$ cat config.mk
export PLATFORM = sky130hd
export DESIGN_NAME = word_serializer
export DESIGN_NICKNAME = d
export VERILOG_FILES = /design/src/rtl/serializer_pkg.sv /design/src/rtl/serial_shift_reg.sv /design/src/rtl/word_serializer.sv
export SDC_FILE = /design/constraint.sdc
export NUM_CORES = 1
export LEC_CHECK = 0
export BUFFER_PORTS_ARGS = -buffer_cell sky130_fd_sc_hd__buf_2
export CELL_PAD_IN_SITES_DETAIL_PLACEMENT = 2
export CELL_PAD_IN_SITES_GLOBAL_PLACEMENT = 2
export CORE_ASPECT_RATIO = 0.75
export CORE_MARGIN = 4
export CORE_UTILIZATION = 38
export CTS_BUF_LIST = sky130_fd_sc_hd__clkbuf_4 sky130_fd_sc_hd__clkbuf_8 sky130_fd_sc_hd__clkbuf_16
export DETAILED_ROUTE_END_ITERATION = 8
export PLACE_DENSITY = 0.93
export SYNTH_ARGS = -nofsm -noshare
export SYNTH_HDL_FRONTEND = slang
export SYNTH_SLANG_ARGS = --single-unit
$ cat constraint.sdc
create_clock -name clk -period 3.9 [get_ports clk]
set_clock_uncertainty 0.2 [all_clocks]
set_input_delay 0.39 -clock clk [delete_from_list [all_inputs] [get_ports clk]]
set_output_delay 0.39 -clock clk [all_outputs]
set_load 0.02 [all_outputs]
$ cat src/rtl/serializer_pkg.sv
// Shared types and constants for the word serializer.
// Holds the FSM state enum, counter widths and the words_sent width.
package serializer_pkg;

    typedef enum logic [1:0] {
        ST_IDLE,
        ST_SHIFT,
        ST_PAR,
        ST_GAP
    } state_t;

    localparam int WS_W  = 16;
    localparam int GAP_W = 4;
    localparam int CNT_W = $clog2(8);

    // Bit counter width for a given word width (holds WIDTH-1).
    function automatic int cnt_width(input int w);
        return (w < 2) ? 1 : $clog2(w);
    endfunction

endpackage

$ cat src/rtl/serial_shift_reg.sv
// WIDTH-bit load/shift-left register with even-parity capture.
// Ports: clk, areset_n, i_load, i_shift, i_data -> o_tap (next MSB), o_parity.
module serial_shift_reg #(
    parameter int WIDTH = 8
) (
    input  logic             clk,
    input  logic             areset_n,
    input  logic             i_load,
    input  logic             i_shift,
    input  logic [WIDTH-1:0] i_data,
    output logic             o_tap,
    output logic             o_parity
);

    logic [WIDTH-1:0] r_shreg;
    logic             r_par;

    always_ff @(posedge clk or negedge areset_n) begin
        if (!areset_n) begin
            r_shreg <= '0;
            r_par   <= 1'b0;
        end else if (i_load) begin
            r_shreg <= i_data;
            r_par   <= ^i_data;
        end else if (i_shift) begin
            r_shreg <= {r_shreg[WIDTH-2:0], 1'b0};
        end
    end

    // Bit that will sit at the MSB after this edge; lets the top
    // register serial_out without an extra cycle of latency.
    assign o_tap    = i_load ? i_data[WIDTH-1] : r_shreg[WIDTH-2];
    assign o_parity = r_par;

endmodule

$ cat src/rtl/word_serializer.sv
// Parallel-to-serial front end: MSB-first stream, optional parity, idle gap.
// Ports: clk, areset_n, in_data/in_valid/in_ready, serial_out/serial_valid, busy, words_sent.
module word_serializer
    import serializer_pkg::*;
#(
    parameter int WIDTH     = 8,
    parameter int GAP       = 1,
    parameter int PARITY_EN = 0
) (
    input  logic             clk,
    input  logic             areset_n,
    input  logic [WIDTH-1:0] in_data,
    input  logic             in_valid,
    output logic             in_ready,
    output logic             serial_out,
    output logic             serial_valid,
    output logic             busy,
    output logic [WS_W-1:0]  words_sent
);

    localparam int              CW       = cnt_width(WIDTH);
    localparam logic [CW-1:0]   LAST_IDX = CW'(WIDTH - 1);
    localparam logic [GAP_W-1:0] GAP_INIT = GAP_W'((GAP > 0) ? GAP - 1 : 0);
    localparam bit              HAS_PAR  = (PARITY_EN != 0);
    localparam bit              HAS_GAP  = (GAP > 0);

    state_t           r_state;
    state_t           w_state_nxt;
    logic [CW-1:0]    r_cnt;
    logic [CW-1:0]    w_cnt_nxt;
    logic [GAP_W-1:0] r_gap;
    logic [GAP_W-1:0] w_gap_nxt;
    logic             r_sout;
    logic             r_svalid;
    logic             r_busy;
    logic [WS_W-1:0]  r_words_sent;

    logic w_load;
    logic w_shift;
    logic w_done;
    logic w_last;
    logic w_ready;
    logic w_accept;
    logic w_tap;
    logic w_par;
    logic w_sout_nxt;

    serial_shift_reg #(
        .WIDTH(WIDTH)
    ) u_shreg (
        .clk      (clk),
        .areset_n (areset_n),
        .i_load   (w_load),
        .i_shift  (w_shift),
        .i_data   (in_data),
        .o_tap    (w_tap),
        .o_parity (w_par)
    );

    always_comb begin
        w_state_nxt = r_state;
        w_cnt_nxt   = r_cnt;
        w_gap_nxt   = r_gap;
        w_load      = 1'b0;
        w_shift     = 1'b0;
        w_done      = 1'b0;
        // Final serial cycle of a word: last data bit, or the parity bit.
        w_last = (r_state == ST_PAR) ||
                 ((r_state == ST_SHIFT) && (r_cnt == '0) && !HAS_PAR);
        // Back-to-back accept only when no gap is configured.
        w_ready  = (r_state == ST_IDLE) || (!HAS_GAP && w_last);
        w_accept = in_valid && w_ready;

        unique case (r_state)
            ST_IDLE: ;
            ST_SHIFT: begin
                if (r_cnt != '0) begin
                    w_shift   = 1'b1;
                    w_cnt_nxt = r_cnt - CW'(1);
                end else begin
                    w_done = !HAS_PAR;
                    if (HAS_PAR) begin
                        w_state_nxt = ST_PAR;
                    end else if (HAS_GAP) begin
                        w_state_nxt = ST_GAP;
                        w_gap_nxt   = GAP_INIT;
                    end else begin
                        w_state_nxt = ST_IDLE;
                    end
                end
            end
            ST_PAR: begin
                w_done = 1'b1;
                if (HAS_GAP) begin
                    w_state_nxt = ST_GAP;
                    w_gap_nxt   = GAP_INIT;
                end else begin
                    w_state_nxt = ST_IDLE;
                end
            end
            ST_GAP: begin
                if (r_gap == '0) begin
                    w_state_nxt = ST_IDLE;
                end else begin
                    w_gap_nxt = r_gap - GAP_W'(1);
                end
            end
            default: w_state_nxt = ST_IDLE;
        endcase

        if (w_accept) begin
            w_load      = 1'b1;
            w_shift     = 1'b0;
            w_cnt_nxt   = LAST_IDX;
            w_state_nxt = ST_SHIFT;
        end

        unique case (w_state_nxt)
            ST_SHIFT: w_sout_nxt = w_tap;
            ST_PAR:   w_sout_nxt = w_par;
            default:  w_sout_nxt = 1'b0;
        endcase
    end

    always_ff @(posedge clk or negedge areset_n) begin
        if (!areset_n) begin
            r_state      <= ST_IDLE;
            r_cnt        <= '0;
            r_gap        <= '0;
            r_sout       <= 1'b0;
            r_svalid     <= 1'b0;
            r_busy       <= 1'b0;
            r_words_sent <= '0;
        end else begin
            r_state  <= w_state_nxt;
            r_cnt    <= w_cnt_nxt;
            r_gap    <= w_gap_nxt;
            r_sout   <= w_sout_nxt;
            r_svalid <= (w_state_nxt == ST_SHIFT) || (w_state_nxt == ST_PAR);
            r_busy   <= (w_state_nxt != ST_IDLE);
            if (w_done) begin
                r_words_sent <= r_words_sent + WS_W'(1);
            end
        end
    end

    assign in_ready     = w_ready;
    assign serial_out   = r_sout;
    assign serial_valid = r_svalid;
    assign busy         = r_busy;
    assign words_sent   = r_words_sent;

endmodule
* Yosys cells after proc, flatten, opt, wreduce, memory -nomap -nowiden
Index checks and enable logic that the tools add are counted.
Cells by class: equal/unequal tests 7, add/sub/neg operators 3, reduce and logical (&&, ||, !) cells 13, multiplexer cells 20
Operators by type and width (number):
- $add 16x1->16 const B | 1
- $mux 7 | 2
- $pmux 4 s3 | 1
- $mux 3 | 3
- $mux 4 | 2
- $reduce_bool 2->1 | 4
- $reduce_xor 8->1 | 1
- $eq 2x2->1 const B | 3
- $mux 1 | 6
- $mux 2 | 3
- $pmux 2 s3 | 1
- $reduce_bool 3->1 | 2
- $eq 2x1->1 const B | 2
- $logic_not 4->1 | 1
- $ne 2x2->1 const B | 2
- $pmux 1 s2 | 2
- $sub 4x1->4 const B | 1
- $reduce_and 3->1 | 1
- $sub 3x1->3 const B | 1
- $logic_not 2->1 | 1
- $reduce_and 2->1 | 1
- $logic_and 1x1->1 | 1
- $logic_or 1x1->1 | 1
Storage, ports and cells: output and inout port bits 20, word-level logic and storage cells 52, bits in registers 36, input bits 11

* Depth between registers and ports, before layout
depth in word-level cells 6, mapped depth 10, mapped depth without buffers 9

* Hierarchy
A second synthesis with hierarchy kept.
Unflattened totals: cell total of the unflattened synthesis 187, area total of the unflattened synthesis 1914.3 µm²
Modules (own cells, without submodules):
- word_serializer | sequential area each 700.7 µm², area each 1491.4 µm², instances 1, cells each 145
- serial_shift_reg | sequential area each 200.2 µm², area each 422.9 µm², instances 1, cells each 42

* Worst setup path after synthesis
No wires, ideal clock.
path kind register to register, start point register r_state[0], end point register r_sout, in the netlist serial_out, stages on the path, launching flop included 11, clock period less this slack 2227 ps, library setup time 123 ps, arrival 1905 ps, buffers on the path 1, data required time 3577 ps, setup slack 1673 ps, cell sequence dfrtp_1 > inv_1 > ha_1 > buf_2 > or3_1 > a21oi_1 > a21o_1 > inv_1 > ha_1 > a22oi_1 > nor2b_1
On the way: cells in the longest elaborated chain, start to end 5, elaborated cells between the ends (all ways) 14, classes of those cells 5 x eq/ne; 7 x mux; 2 x reduce/logical
Ends and longest elaborated chain:
- start, declared | RTL line word_serializer.sv:27 | state_t r_state;
- start signal, assigned | RTL line word_serializer.sv:135 | r_state <= w_state_nxt;
- $logic_not 2->1 (*) | RTL line word_serializer.sv:71 | w_ready = (r_state == ST_IDLE) || (!HAS_GAP && w_last);
- named net in_ready | RTL line word_serializer.sv:14 | output logic in_ready,
- $logic_and 1x1->1 (*) | RTL line word_serializer.sv:72 | w_accept = in_valid && w_ready;
- $mux 2 (*) | RTL line word_serializer.sv:111 | if (w_accept) begin
- named net w_state_nxt[0] | RTL line word_serializer.sv:28 | state_t w_state_nxt;
- $eq 2x2->1 or $eq 2x1->1 (tied branches) | RTL line word_serializer.sv:118 | unique case (w_state_nxt)
- $pmux 1 s2 (*) | RTL line word_serializer.sv:118
- named net w_sout_nxt | RTL line word_serializer.sv:46 | logic w_sout_nxt;
- end signal, assigned | RTL line word_serializer.sv:138 | r_sout <= w_sout_nxt;
- end, declared | RTL line word_serializer.sv:33 | logic r_sout;
The timed path passes the listed nets; every way through them passes the cells marked *. A chain may end at the register's enable or synchronous reset.

* Final worst setup path
start point register r_gap[0], end point register r_sout, in the netlist serial_out
On the way: cells in the longest elaborated chain, start to end 6, elaborated cells between the ends (all ways) 7, classes of those cells 2 x eq/ne; 4 x mux; 1 x reduce/logical
Ends and longest elaborated chain:
- start, declared | RTL line word_serializer.sv:31 | logic [GAP_W-1:0] r_gap;
- start signal, assigned | RTL line word_serializer.sv:137 | r_gap <= w_gap_nxt;
- $logic_not 4->1 (*) | RTL line word_serializer.sv:102 | if (r_gap == '0) begin
- $mux 2 (*) | RTL line word_serializer.sv:102
- $pmux 2 s3 (*) | RTL line word_serializer.sv:74 | unique case (r_state)
- $mux 2 (*) | RTL line word_serializer.sv:111
- $eq 2x2->1 or $eq 2x1->1 (tied branches) | RTL line word_serializer.sv:118
- $pmux 1 s2 (*) | RTL line word_serializer.sv:118
- named net w_sout_nxt | RTL line word_serializer.sv:46
Marked as above.

==> impl_metrics.csv <==
group,metric,value,unit
critical_path,max_stage_delay,0.49,ns
sta,setup_tns,0,ns
sta,finalHoldViolCount,36,
layout,layout-drive-gt1-share,21.8,%
yosys,ys_warn_count,0,
critical_path,crit_family,"simple AND/OR/NAND/NOR gates",
critical_path,crit_type,"register to register",
pwr,peakVddDrop,396,uV
layout,stdcell_area,0.00221,mm^2
layout,syn_to_final_growth,16.7,%
clock_network,cts_buffers,5,
clock_network,post_cts_buffers,0,
sta,timing.final.crit_share,64.6,%
critical_path,worst-r2r-cell-count,8,
sta,finalCriticalPeriod,2.52,ns
layout,antenna_cells,0,
placed_design,place.gp.congestion,0.700,
critical_path,worstPathRequired,3.88,ns
critical_path,critPathCaptureType,"register",
flow_run,cap_viol_max_count,0,
layout,final_common_cell,"dfrtp_1",
pwr,powerDensity,690,mW/mm^2
sta,hold_slack,-0.0260,ns
critical_path,worst_setup_path_start_kind,"register",
sta,worstMarginPinSlew,0.804,ns
clock_network,cts_tree,"yes",
critical_path,cp_num_cells,8,
floorplanning,start_util,41.0,%
grt,grt-ovfl-total,0,
detailed_routing,post_drt_wl_per_cell,18.5,um
pwr,finalPower,1.53,mW
clock_network,ctsRootBufferMaster,"clkbuf_8",
pwr,p_clk_share,22.3,%
placed_design,io_buffers,30,
critical_path,path_max_fanout,3,
sta,fin_ws,1.38,ns
placed_design,dp_hpwl,3530,um
sta,setup_viol,0,
clock_network,clock_latency,0.30,ns
critical_path,worstPathArrival,2.50,ns
clock_network,ctsResizeCount,0,
pwr,p_sw,609,uW
grt,antenna_found_initial,0,
detailed_routing,route.final.wire_length,4970,um
outcome,violations,"hold timing",
pwr,switching_share,40.0,%
worst_hold_path,hold_class,"input port to asynchronous set/reset pin",
yosys,avgSynthCellArea,10.8,um^2
pwr,p_leak,1.10,nW
pwr,share_comb_of_total_power,42.3,%
detailed_routing,drc,0,
layout,final_cell_mix,"dfrtp_1, buf_2, xnor2_1, nand2_1, ha_1",
floorplanning,core_area,0.00462,mm^2
grt,grt_usage,17.4,%
grt,first_global_vias,1574,
clock_network,cts_buffer_depth,2,
floorplanning,rows,21,
yosys,syn-cell-area,0.00189,mm^2
clock_network,cts_max_level,2,
clock_network,clk_pin_slew,0.08,ns
placed_design,dp_slack,1.34,ns
yosys,netlist_instances,176,
placed_design,dpl_cell_area,0.00210,mm^2
floorplanning,ios,31,
yosys,seq_area_frac_synth,47.6,%
critical_path,cpMaxStageDelayCell,"or3b_2",
pwr,p_seq_share,35.4,%
critical_path,reg2reg_setup_slack,1.38,ns
outcome,status,"complete, but fails checks",
critical_path,cp_num_buf_inv,1,
clock_network,ctsHoldBuffers,0,
detailed_routing,drt_first_pass_iters,3,
detailed_routing,drt-initial-drc-count,39,
floorplanning,die_width,89.5,um
sta,rsz0062_at_grt,"false",
sta,relSlewSlack,46.4,%
critical_path,path_cells,"inv_1 -> ha_1 -> or3b_2 -> a21oi_1 -> o21ai_0 -> a21oi_1 -> ha_1 -> nor2b_1",
pwr,internal-power,916,uW
detailed_routing,vias,1413,
floorplanning,die_area,0.00619,mm^2
yosys,synth.distinct_cells,37,
layout,fin_nets,233,
sta,fmaxAchievable,397,MHz
detailed_routing,via_per_inst,5.27,
yosys,syn_nets,199,
yosys,ys_seq_elements,36,
grt,grt_max_degree,37,
detailed_routing,final_antenna_net_count,0,
floorplanning,die_h,69.1,um
clock_network,cts.sinks,36,
grt,grt_pass1_wl,8140,um
sta,final_max_slew_viol_count,0,
==> registers in the layout, indices dropped and copies added, names as in the netlist <==
name	flops
words_sent	16
u_shreg.r_shreg	7
r_gap	4
r_cnt	3
r_state	2
busy	1
serial_out	1
serial_valid	1
u_shreg.o_parity	1
==> worst paths after layout <==
| check | startpoint | endpoint |
|---|---|---|
| max | r_gap[0] | serial_out |
| min | areset_n | words_sent[10] |
| max reg2reg | r_gap[0] | serial_out |
| min reg2reg | words_sent[15] | words_sent[15] |
| max in group asynchronous | areset_n | u_shreg.r_shreg[2] |
| min in group clk | in_valid | u_shreg.r_shreg[0] |
==> layout make-up <==
class	instances	area (um^2)
clock inverter	2	35.0
tap	57	71.3
inverter	10	37.5
multi-input combinational	127	940
clock buffer	6	76.3
timing repair buffer	30	150
sequential	36	901
fill	503	2410
==> synth_stat cells <==
| library cell | n | share of area [%] |
|---|---|---|
| inv_1 | 10 | 2.0 |
| or3_1 | 1 | 0.33 |
| or3_4 | 1 | 0.59 |
| a21bo_1 | 1 | 0.53 |
| a21oi_1 | 11 | 2.9 |
| xor2_1 | 4 | 1.8 |
| ha_1 | 12 | 7.9 |
| and4_1 | 1 | 0.46 |
| a21o_1 | 4 | 1.6 |
| xnor2_1 | 19 | 8.8 |
| a211oi_4 | 1 | 1.1 |
| nand2_1 | 13 | 2.6 |
| o21ai_0 | 5 | 1.3 |
| a22oi_1 | 1 | 0.40 |
| clkbuf_1 | 1 | 0.20 |
| nand4_1 | 5 | 1.7 |
| a21boi_0 | 1 | 0.40 |
| a41o_1 | 1 | 0.53 |
| xnor2_2 | 1 | 0.86 |
| mux2_2 | 2 | 1.2 |
| o211ai_1 | 1 | 0.40 |
| dfrtp_1 | 36 | 48 |
| buf_2 | 1 | 0.26 |
| and3_1 | 2 | 0.66 |
| nor2b_1 | 1 | 0.33 |
| or4b_1 | 1 | 0.53 |
| nand2_2 | 1 | 0.33 |
| nand3_1 | 10 | 2.6 |
| nand2b_1 | 4 | 1.3 |
| nand3b_4 | 1 | 1.1 |
| nor3_1 | 4 | 1.1 |
| buf_4 | 1 | 0.40 |
| or3b_2 | 1 | 0.46 |
| mux2i_1 | 6 | 3.2 |
| o2bb2ai_1 | 1 | 0.46 |
| and2_1 | 2 | 0.66 |
| nor2_1 | 8 | 1.6 |
==> power groups by stage <==
stage / logic (mW) / clock network (mW) / registers [mW]
final: 0.645 / 0.339 / 0.540
after global routing: 0.719 / 0.366 / 0.552
after CTS: 0.661 / 0.345 / 0.541
after detailed placement: 0.642 / 0 / 0.544
after global placement: 0.590 / 0 / 0.536
after floorplan: 0.445 / 0 / 0.558
==> logic make-up (layout without fill, tap and decap cells) <==
group | count (synthesis) | after routing | synth area share [%]
and+or+nand+nor | 56 | 56 | 16.2
DFF | 36 | 36 | 47.6
AOI/OAI and AO/OA | 27 | 27 | 9.58
xor gates and xnor gates | 24 | 24 | 11.5
buffers and inverters | 13 | 48 | 2.84
adders and majority gates | 12 | 12 | 7.93
muxes | 8 | 8 | 4.36
==> metrics by stage <==
step,instances,utilization (%)
2_1_floorplan,176,-
3_3_place_gp,260,45.4
3_5_place_dp,260,45.4
4_1_cts,268,47.8
5_1_grt,268,47.8
6_report,268,47.8
==> routing by layer <==
| layer | global-route usage [%] | routed length, um | vias up |
|---|---|---|---|
| met3 | 4.40 | 212 | 6 |
| met1 | 21.3 | 2230 | 710 |
| met2 | 29.1 | 2460 | 31 |
| met4 | 6.28 | 63 | 0 |
| li1 | - | - | 666 |
| met5 | 0 | 0 | - |
Note: power is estimated with default switching activity, not from simulation.
